## config.mk

```make
export PLATFORM = sky130hd
export DESIGN_NAME = player_anim_seq
export DESIGN_NICKNAME = d
export VERILOG_FILES = /design/src/rtl/player_anim_seq_pkg.sv /design/src/rtl/player_frame_ctr.sv /design/src/rtl/player_anim_seq.sv
export SDC_FILE = /design/constraint.sdc
export NUM_CORES = 1
export LEC_CHECK = 0
export BUFFER_PORTS_ARGS = -buffer_cell sky130_fd_sc_hd__buf_4
export CAP_MARGIN = 0
export CORE_MARGIN = 10
export CORE_UTILIZATION = 45
export DETAILED_ROUTE_END_ITERATION = 10
export GPL_TIMING_DRIVEN = 0
export PLACE_DENSITY_LB_ADDON = 0.15
export SLEW_MARGIN = 40
export SYNTH_ARGS = -nofsm -noshare
export SYNTH_HDL_FRONTEND = slang
export SYNTH_HIERARCHICAL = 1
export SYNTH_SLANG_ARGS = --single-unit
export TNS_END_PERCENT = 10
```

## constraint.sdc

```tcl
create_clock -name iCLK -period 1.6 [get_ports iCLK]
set_input_delay 0.16 -clock iCLK [delete_from_list [all_inputs] [get_ports iCLK]]
set_output_delay 0.16 -clock iCLK [all_outputs]
set_load 0.02 [all_outputs]
```

## src/rtl/player_anim_seq_pkg.sv

```systemverilog
// player_anim_seq_pkg
//   Definitions shared by the player-sprite controller, the sprite draw block
//   and the CSR map: the controller FSM state encoding and the default sprite
//   geometry (words per frame, frames per direction, directions).
//   Optional build macro used by this slice: PLAYER_ANIM_PINGPONG_EN
//   (ping-pong animation order instead of a wrapping one).
package player_anim_seq_pkg;

    // Controller state; the 2-bit encoding is visible to the CSR readback.
    typedef enum logic [1:0] {
        ST_IDLE = 2'd0,
        ST_RST  = 2'd1,
        ST_LOAD = 2'd2,
        ST_RUN  = 2'd3
    } anim_state_t;

    // Default sprite geometry: 128 words per frame, 4 frames, 4 directions.
    localparam int FRAME_WORDS_LOG2 = 7;
    localparam int FRAMES_LOG2      = 2;
    localparam int DIR_LOG2         = 2;

endpackage

```

## src/rtl/player_frame_ctr.sv

```systemverilog
// player_frame_ctr
//   Animation frame counter for the player sprite. Holds the latched facing
//   direction and the current frame index. Only runs while 'run' is high.
//   Build macro: PLAYER_ANIM_PINGPONG_EN selects ping-pong frame order
//   (0,1,..,N-1,N-2,..,1,0,1,..); otherwise the frame wraps N-1 -> 0.
// Ports:
//   clk, rst_n  clock, asynchronous active-low reset
//   run         controller is in RUN
//   clr         reload starting: frame -> 0, drop this cycle's update
//   fe          frame-end pulse (samples dir)
//   dir         facing direction from CSR
//   move        1 = walking, 0 = standing
//   anim_en     0 = freeze current frame
//   tick        animation step strobe from the draw block
//   dir_lat     latched direction
//   frame       current frame index
module player_frame_ctr
    import player_anim_seq_pkg::*;
#(
    parameter int pFramesLog2 = FRAMES_LOG2,
    parameter int pDirLog2    = DIR_LOG2
) (
    input  logic                   clk,
    input  logic                   rst_n,
    input  logic                   run,
    input  logic                   clr,
    input  logic                   fe,
    input  logic [pDirLog2-1:0]    dir,
    input  logic                   move,
    input  logic                   anim_en,
    input  logic                   tick,
    output logic [pDirLog2-1:0]    dir_lat,
    output logic [pFramesLog2-1:0] frame
);

    localparam logic [pFramesLog2-1:0] LAST = '1;
    localparam logic [pFramesLog2-1:0] ONE  = pFramesLog2'(1);

    logic [pFramesLog2-1:0] frame_d;
    logic [pDirLog2-1:0]    dir_d;
    logic                   down_q, down_d;   // ping-pong: counting downwards

    always_comb begin
        frame_d = frame;
        dir_d   = dir_lat;
        down_d  = down_q;
        if (clr) begin
            frame_d = '0;
            down_d  = 1'b0;
        end else if (run) begin
            // A direction change restarts the cycle and outranks a tick.
            if (fe && (dir != dir_lat)) begin
                dir_d   = dir;
                frame_d = '0;
                down_d  = 1'b0;
            end else if (tick && anim_en) begin
                if (!move) begin
                    frame_d = '0;
                    down_d  = 1'b0;
                end else begin
`ifdef PLAYER_ANIM_PINGPONG_EN
                    if (!down_q) begin
                        if (frame == LAST) begin
                            frame_d = frame - ONE;
                            down_d  = 1'b1;
                        end else begin
                            frame_d = frame + ONE;
                        end
                    end else begin
                        if (frame == '0) begin
                            frame_d = frame + ONE;
                            down_d  = 1'b0;
                        end else begin
                            frame_d = frame - ONE;
                        end
                    end
`else
                    frame_d = frame + ONE;   // natural wrap N-1 -> 0
                    down_d  = 1'b0;
`endif
                end
            end
        end
    end

    always_ff @(posedge clk or negedge rst_n) begin
        if (!rst_n) begin
            frame   <= '0;
            dir_lat <= '0;
            down_q  <= 1'b0;
        end else begin
            frame   <= frame_d;
            dir_lat <= dir_d;
            down_q  <= down_d;
        end
    end

endmodule

```

## src/rtl/player_anim_seq.sv

```systemverilog
// player_anim_seq
//   Player-sprite controller between the CSR/CPU side and the sprite draw
//   datapath. Sequences a full sprite BRAM reload over a valid/ready stream
//   (IDLE -> RST -> LOAD -> RUN) and, in RUN, produces the per-frame read
//   base address from the latched direction and animation frame.
//   Build macro: PLAYER_ANIM_PINGPONG_EN (see player_frame_ctr).
// Ports:
//   iCLK, iRST          clock, asynchronous active-low reset
//   iFe                 frame-end pulse
//   iDir/iMove/iAnimEn  direction, walking, animation enable (CSR)
//   iFeUpdateCnt        frames per animation step (CSR)
//   iLoadReq            start texture reload
//   iLdVd/iLdData/oLdRdy  load pixel stream
//   oPlayerPixelWe/Wd   BRAM write port toward the draw block
//   oPDRst              draw-block write pointer reset
//   oPDFeUpdateCnt      animation period toward the draw block
//   iPDFeCntCke         animation tick from the draw block
//   oPDRadrsNext        read base for the next frame
//   oFrameIdx           current frame (CSR readback)
//   oLoadDone           one-cycle pulse at end of load
//   oBusy               controller not in RUN
module player_anim_seq
    import player_anim_seq_pkg::*;
#(
    parameter int pRamAdrsWidth   = 11,
    parameter int pColorDepth     = 16,
    parameter int pFrameWordsLog2 = FRAME_WORDS_LOG2,
    parameter int pFramesLog2     = FRAMES_LOG2,
    parameter int pDirLog2        = DIR_LOG2
) (
    input  logic                     iCLK,
    input  logic                     iRST,
    input  logic                     iFe,
    input  logic [pDirLog2-1:0]      iDir,
    input  logic                     iMove,
    input  logic                     iAnimEn,
    input  logic [6:0]               iFeUpdateCnt,
    input  logic                     iLoadReq,
    input  logic                     iLdVd,
    input  logic [pColorDepth-1:0]   iLdData,
    output logic                     oLdRdy,
    output logic                     oPlayerPixelWe,
    output logic [pColorDepth-1:0]   oPlayerPixelWd,
    output logic                     oPDRst,
    output logic [6:0]               oPDFeUpdateCnt,
    input  logic                     iPDFeCntCke,
    output logic [pRamAdrsWidth-1:0] oPDRadrsNext,
    output logic [pFramesLog2-1:0]   oFrameIdx,
    output logic                     oLoadDone,
    output logic                     oBusy
);

    localparam int IDXW = pDirLog2 + pFramesLog2;
    localparam logic [pRamAdrsWidth-1:0] ADR_ONE = pRamAdrsWidth'(1);

    anim_state_t state, state_d;

    logic [pRamAdrsWidth-1:0] cnt;
    logic                     accept, last_word, load_cmd, run;
    logic                     fe_gated;
    logic [1:0]               fe_pipe;     // iFe delayed by 1 and 2 cycles
    logic [pDirLog2-1:0]      dir_lat;
    logic [IDXW-1:0]          idx;
    logic [pRamAdrsWidth-1:0] base;

    assign run       = (state == ST_RUN);
    assign accept    = iLdVd & oLdRdy;
    assign last_word = accept && (&cnt);
    // A reload request in RUN wins over any same-cycle animation activity.
    assign load_cmd  = run && iLoadReq;
    assign fe_gated  = iFe && run && !iLoadReq;

    always_comb begin
        state_d = state;
        unique case (state)
            ST_IDLE: if (iLoadReq)  state_d = ST_RST;
            ST_RST:                 state_d = ST_LOAD;
            ST_LOAD: if (last_word) state_d = ST_RUN;
            ST_RUN:  if (iLoadReq)  state_d = ST_RST;
            default:                state_d = ST_IDLE;
        endcase
    end

    // Status outputs are registered from the next state so they line up with
    // the state register and are all 0 while reset is held.
    always_ff @(posedge iCLK or negedge iRST) begin
        if (!iRST) begin
            state          <= ST_IDLE;
            oLdRdy         <= 1'b0;
            oPDRst         <= 1'b0;
            oBusy          <= 1'b0;
            oLoadDone      <= 1'b0;
            oPlayerPixelWe <= 1'b0;
            oPlayerPixelWd <= '0;
            cnt            <= '0;
            oPDFeUpdateCnt <= '0;
        end else begin
            state          <= state_d;
            oLdRdy         <= (state_d == ST_LOAD);
            oPDRst         <= (state_d == ST_RST);
            oBusy          <= (state_d != ST_RUN);
            oLoadDone      <= last_word;
            oPlayerPixelWe <= accept;
            if (accept)
                oPlayerPixelWd <= iLdData;
            if (state == ST_RST)
                cnt <= '0;
            else if (accept)
                cnt <= cnt + ADR_ONE;
            if (state == ST_IDLE || iFe)
                oPDFeUpdateCnt <= iFeUpdateCnt;
        end
    end

    player_frame_ctr #(
        .pFramesLog2 (pFramesLog2),
        .pDirLog2    (pDirLog2)
    ) u_frame_ctr (
        .clk     (iCLK),
        .rst_n   (iRST),
        .run     (run),
        .clr     (load_cmd),
        .fe      (iFe),
        .dir     (iDir),
        .move    (iMove),
        .anim_en (iAnimEn),
        .tick    (iPDFeCntCke),
        .dir_lat (dir_lat),
        .frame   (oFrameIdx)
    );

    assign idx  = {dir_lat, oFrameIdx};
    assign base = pRamAdrsWidth'(idx) << pFrameWordsLog2;

    // The address only moves two cycles after frame end, so the draw block
    // sees a stable value when it samples at iFe+1.
    always_ff @(posedge iCLK or negedge iRST) begin
        if (!iRST) begin
            fe_pipe      <= '0;
            oPDRadrsNext <= '0;
        end else begin
            fe_pipe <= {fe_pipe[0], fe_gated};
            if (fe_pipe[1] && run)
                oPDRadrsNext <= base;
        end
    end

endmodule

```

# == Yosys cells after proc, flatten, opt, wreduce, memory -nomap -nowiden ==
# Cells that the tools add are included.
# word_totals
ff_bits,51
in_bits,33
output_inout_bits,41
elab_cells,51
# op_classes
add_sub_neg,2
n_eq_ne,7
mux,10
bitwise,2
reduce_logical,17
# op_table
cell,count
$mux W11,2
$mux W2,7
$add A11 B1 Y11 const B,1
$reduce_and A11 Y1,1
$logic_and A1 B1 Y1,7
$eq A2 B2 Y1 const B,3
$pmux W2 S3,1
$eq A2 B1 Y1 const B,2
$reduce_bool A2 Y1,2
$reduce_and A3 Y1,1
$reduce_bool A3 Y1,1
$add A2 B1 Y2 const B,1
$logic_not A2 Y1,1
$ne A2 B2 Y1,1
$ne A2 B2 Y1 const B,1
$reduce_and A2 Y1,1
$reduce_or A2 Y1,1
$and A1 B1 Y1,1
$logic_not A1 Y1,1
$logic_or A1 B1 Y1,1
$not A1 Y1,1

# == Logic depth before layout (Yosys ltp) ==
# depth
ltp_word,6
depth_mapped,5
depth_no_buf,5

# == Cells and area by module ==
# The synthesis kept the hierarchy.
# by_module_without_submodules
mod,instances,cells_per_inst,area_each_um2,seq_area_each_um2
player_anim_seq,1,157,2005.7,1176.1
player_frame_ctr,1,19,229.0,100.1

# == Worst setup path after synthesis ==
# Ideal clock, no wire load.
# synth_timing
kind,reg-to-reg
from,reg state[0]
to,reg u_frame_ctr.dir_lat[0]
setup_time_ns,0.125
arrival_ns,1.379
required_ns,1.475
slack_ns,0.096
stages_incl_launch_ff,5
n_path_buf,0
period_less_slack_ns,1.504
path_cell_list,dfrtp_1 ha_1 and2_1 or2_1 mux2_4
# synth_between
elab_chain_len,4
# synth_rtl
element,line_no,text
from (decl),player_anim_seq.sv:56,"anim_state_t state, state_d;"
from (signal assigned),player_anim_seq.sv:98,state <= state_d;
$eq A2 B2 Y1,player_anim_seq.sv:66,assign run = (state == ST_RUN);
via run,player_anim_seq.sv:59,"logic accept, last_word, load_cmd, run;"
$logic_and A1 B1 Y1,player_anim_seq.sv:70,assign load_cmd = run && iLoadReq;
via load_cmd,player_anim_seq.sv:59,
$not A1 Y1 (no line),-,
$reduce_and A3 Y1 (no line),-,
to (signal assigned),player_frame_ctr.sv:93,dir_lat <= dir_d;
to (decl),player_frame_ctr.sv:32,"output logic [pDirLog2-1:0] dir_lat,"
# The timed path passes the listed nets, and every way through them passes these cells.
# A chain may end at the register's enable or synchronous reset.

# == Worst setup path in the final report ==
# layout_timing
from,reg cnt[0]
to,reg cnt[10]
# layout_between
elab_chain_len,3
# layout_rtl
element,line_no,text
from (decl),player_anim_seq.sv:58,logic [pRamAdrsWidth-1:0] cnt;
from (signal assigned),player_anim_seq.sv:109,cnt <= cnt + ADR_ONE;
$add A11 B1 Y11,player_anim_seq.sv:109,
$mux W11,player_anim_seq.sv:108,else if (accept)
$mux W11,player_anim_seq.sv:106,if (state == ST_RST)
# Every way passes these cells. The select of a mux whose other input is x is not followed.

==> flow_metrics.tcl <==
set metrics [dict create \
    hpwl_um 3730 \
    worst_slew_pin_slew_ns 0.636 \
    cts_tree "built" \
    drtIter0Drc 38 \
    drt_pre_antenna_iters 4 \
    p_seq_frac 0.404 \
    crit_path_end_kind "register" \
    drv_cap 0 \
    drt-total-wl_um 4950 \
    path_class "register to register" \
    dp.cells 315 \
    pwr-share-clk 0.188 \
    routedWlPerCell_um 15.3 \
    synthTopCellsByArea "dfrtp_1 57%, mux2_2 15%, ha_1 2.8%, buf_4 2.4%, a21oi_1 1.8%" \
    min_from "iLdData[6]" \
    ir_drop_v 0.000859 \
    period_share 0.967 \
    min_path_type "input pin to register" \
    diodes 0 \
    synth_cell_type_count 36 \
    final_nets 294 \
    grt_pass1_wl_um 8160 \
    multi_input_area_um2 917 \
    setup_viol_count_final 0 \
    finClkSkew_ns 0.00494 \
    clk_pin_slew_ns 0.09 \
    antenna_found_initial 0 \
    coreArea_um2 4750 \
    synth_ff_type "dfrtp_1" \
    fp.dieArea_um2 8180 \
    fin_setup_tns_ns 0 \
    reg2reg_depth 4 \
    cts.path.max_buffers 2 \
    postCtsSetupBuffers 0 \
    utilization 0.630 \
    clkSinkCount 51 \
    regArea_um2 1280 \
    status "complete, no violations" \
    cts-root-buf "clkbuf_8" \
    io_pins 74 \
    yosysSeqAreaShare 0.571 \
    syn_area_um2 2230 \
    ys_async_sr_fraction 1.00 \
    vias 1597 \
    grt_usage 0.120 \
    hold_violations 0 \
    synth_edf_count 0 \
    drive_above_1_share 0.482 \
    rsz0062_at_grt "true" \
    yosysTopAreaCell "dfrtp_1" \
    fill_cells 405 \
    die_y_um 90.5 \
    worstHoldPathCells 2 \
    grt.overflow.total 0 \
    p_leak_nw 1.45 \
    syn-instance-count 176 \
    synthToLayoutAreaGrowth_pct 34.0 \
    swShare 0.352 \
    clock.fmax_ghz 0.646 \
    reg2reg_from "cnt[0]$_DFFE_PN0P_" \
    period_minus_slack_ns 1.55 \
    grt_pass1_vias 1680 \
    clk_latency_ns 0.30 \
    cts_htree_levels 2 \
    grt_start_max_net_pins 52 \
    cts_inserted_buffers 5 \
    timing.final.max_slew_violations 0 \
    reg2reg_to "cnt[10]$_DFFE_PN0P_" \
    drc 0 \
    ant_nets 0 \
    gp_congestion 0.720 \
    final_cells 324 \
    power.total_mw 4.89 \
    slew_headroom 0.576 \
    io_buffers 66 \
    syn_area_per_cell_um2 12.7 \
    die_w_um 90.5 \
    crit_arrival_ns 1.74 \
    min_to "oPlayerPixelWd[6]$_DFFE_PN0P_" \
    required_ns 1.79 \
    synth_top_cell_area_share 0.571 \
    p_int_mw 3.17 \
    path_max_fanout 9 \
    drt-vias-per-instance 4.93 \
    rrSetupSlack_ns 0.05 \
    worst_hold_slack_ns 0.0823 \
    crit_path_start_kind "register" \
    p_switching_mw 1.72 \
    initial_core_util 0.470 \
    std_cell_rows 25 \
    ys_ff_latch 51 \
    power_frac_comb 0.409 \
    ys_warn_count 6 \
    p_per_area_nw_per_um2 1630 \
]
-- critical path: stages (launching register included) --
cell and delay, ns:
dfrtp_1 0.39, ha_1 0.18, nand3_2 0.20, nor4_2 0.32, mux2_2 0.36
-- area by class of cell --
class	instances	area share
multi-input combinational	114	0.306
inverter	8	0.0100
clock buffer	6	0.0276
sequential	51	0.427
timing repair buffer	67	0.169
clock inverter	2	0.0117
tap	67	0.0280
buffer	9	0.0209
-- layout by cell type (no fill, tap or decap), types with 2 or more instances in the layout --
cell,count
buf_4,73
dfrtp_1,50
mux2_2,29
inv_1,8
a21oi_1,8
nand2_1,7
conb_1,7
clkbuf_8,6
o21ai_0,5
nor2_1,5
o31ai_1,5
nand3_1,4
or3_1,4
or4_1,4
ha_1,4
nor2b_1,3
nand3_2,2
nand4_1,2
nor3_1,2
xor2_1,2
mux2_4,2
xnor2_1,2
-- Yosys cell counts (all sizes together) (4+ instances only) --
master and instances:
a21oi 8, buf 8, dfrtp 51, ha 5, inv 8, mux2 31
nand2 9, nand3 6, nor2 6, o21ai 5, o31ai 5, or3 4
or4 4
-- state kept, by name, summed over array words and instances, names as in the netlist --
register	cells
oPlayerPixelWd	16
cnt	11
oPDFeUpdateCnt	7
oPDRadrsNext	4
fe_pipe	2
state	2
u_frame_ctr/dir_lat	2
u_frame_ctr/frame	2
oBusy	1
oLdRdy	1
oLoadDone	1
oPDRst	1
oPlayerPixelWe	1
-- cells by family (layout without fill, tap and decap cells) --
kind of cell	count (synthesis)	after routing	share of synthesized area
mux	32	32	0.164
fa+ha+maj	5	5	0.0280
compound gates	23	23	0.0661
flops	51	51	0.571
simple gates	43	43	0.113
other cells	1	7	0.00168
xor+xnor	4	4	0.0157
buf+inv	17	92	0.0409
-- power by group through the flow --
stage	clock, mW	sequential (mW)	combinational (mW)
finish	0.916	1.97	2.00
global placement	0	1.97	1.98
global route	1.00	2.03	2.17
detailed placement	0	1.99	2.00
CTS	0.951	1.97	2.02
floorplan	0	2.36	0.786
-- through the flow --
stage	setup WS (ns)	area [um2]
2_1_floorplan	0.0962	2260
3_5_place_dp	-0.127	2840
6_report	0.0528	2990
4_1_cts	0.0248	2970
5_1_grt	-0.0377	2990
3_3_place_gp	-0.128	2840
-- worst max-delay path by stage --
| stage | start | end | depth (start not counted) |
|---|---|---|---|
| 2_1_floorplan | state[0]$_DFF_PN0_ | u_frame_ctr/dir_lat[0]$_DFFE_PN0P_ | 4 |
| 3_3_place_gp | state[0]$_DFF_PN0_ | oPDFeUpdateCnt[2]$_DFFE_PN0P_ | 4 |
| 3_5_place_dp | state[0]$_DFF_PN0_ | oPDFeUpdateCnt[4]$_DFFE_PN0P_ | 4 |
| 4_1_cts | state[0]$_DFF_PN0_ | oPDFeUpdateCnt[4]$_DFFE_PN0P_ | 4 |
| 5_1_grt | cnt[0]$_DFFE_PN0P_ | cnt[10]$_DFFE_PN0P_ | 4 |
| 6_report | cnt[0]$_DFFE_PN0P_ | cnt[10]$_DFFE_PN0P_ | 4 |
-- layer usage --
| metal | vias to the layer above | routed length (um) | global-route usage |
|---|---|---|---|
| li1 | 768 | - | - |
| met1 | 769 | 2180 | 0.142 |
| met2 | 57 | 2190 | 0.177 |
| met3 | 3 | 551 | 0.0740 |
| met4 | 0 | 28 | 0.0358 |
| met5 | - | 0 | 0 |
-- repair_timing --
item,in CTS,in global routing
hold endpoints to repair,51,0
hold buffers,1,0
endpoints found under the setup margin,15,13
gates resized for setup,3,6
Power figures use the tool's default switching activity.
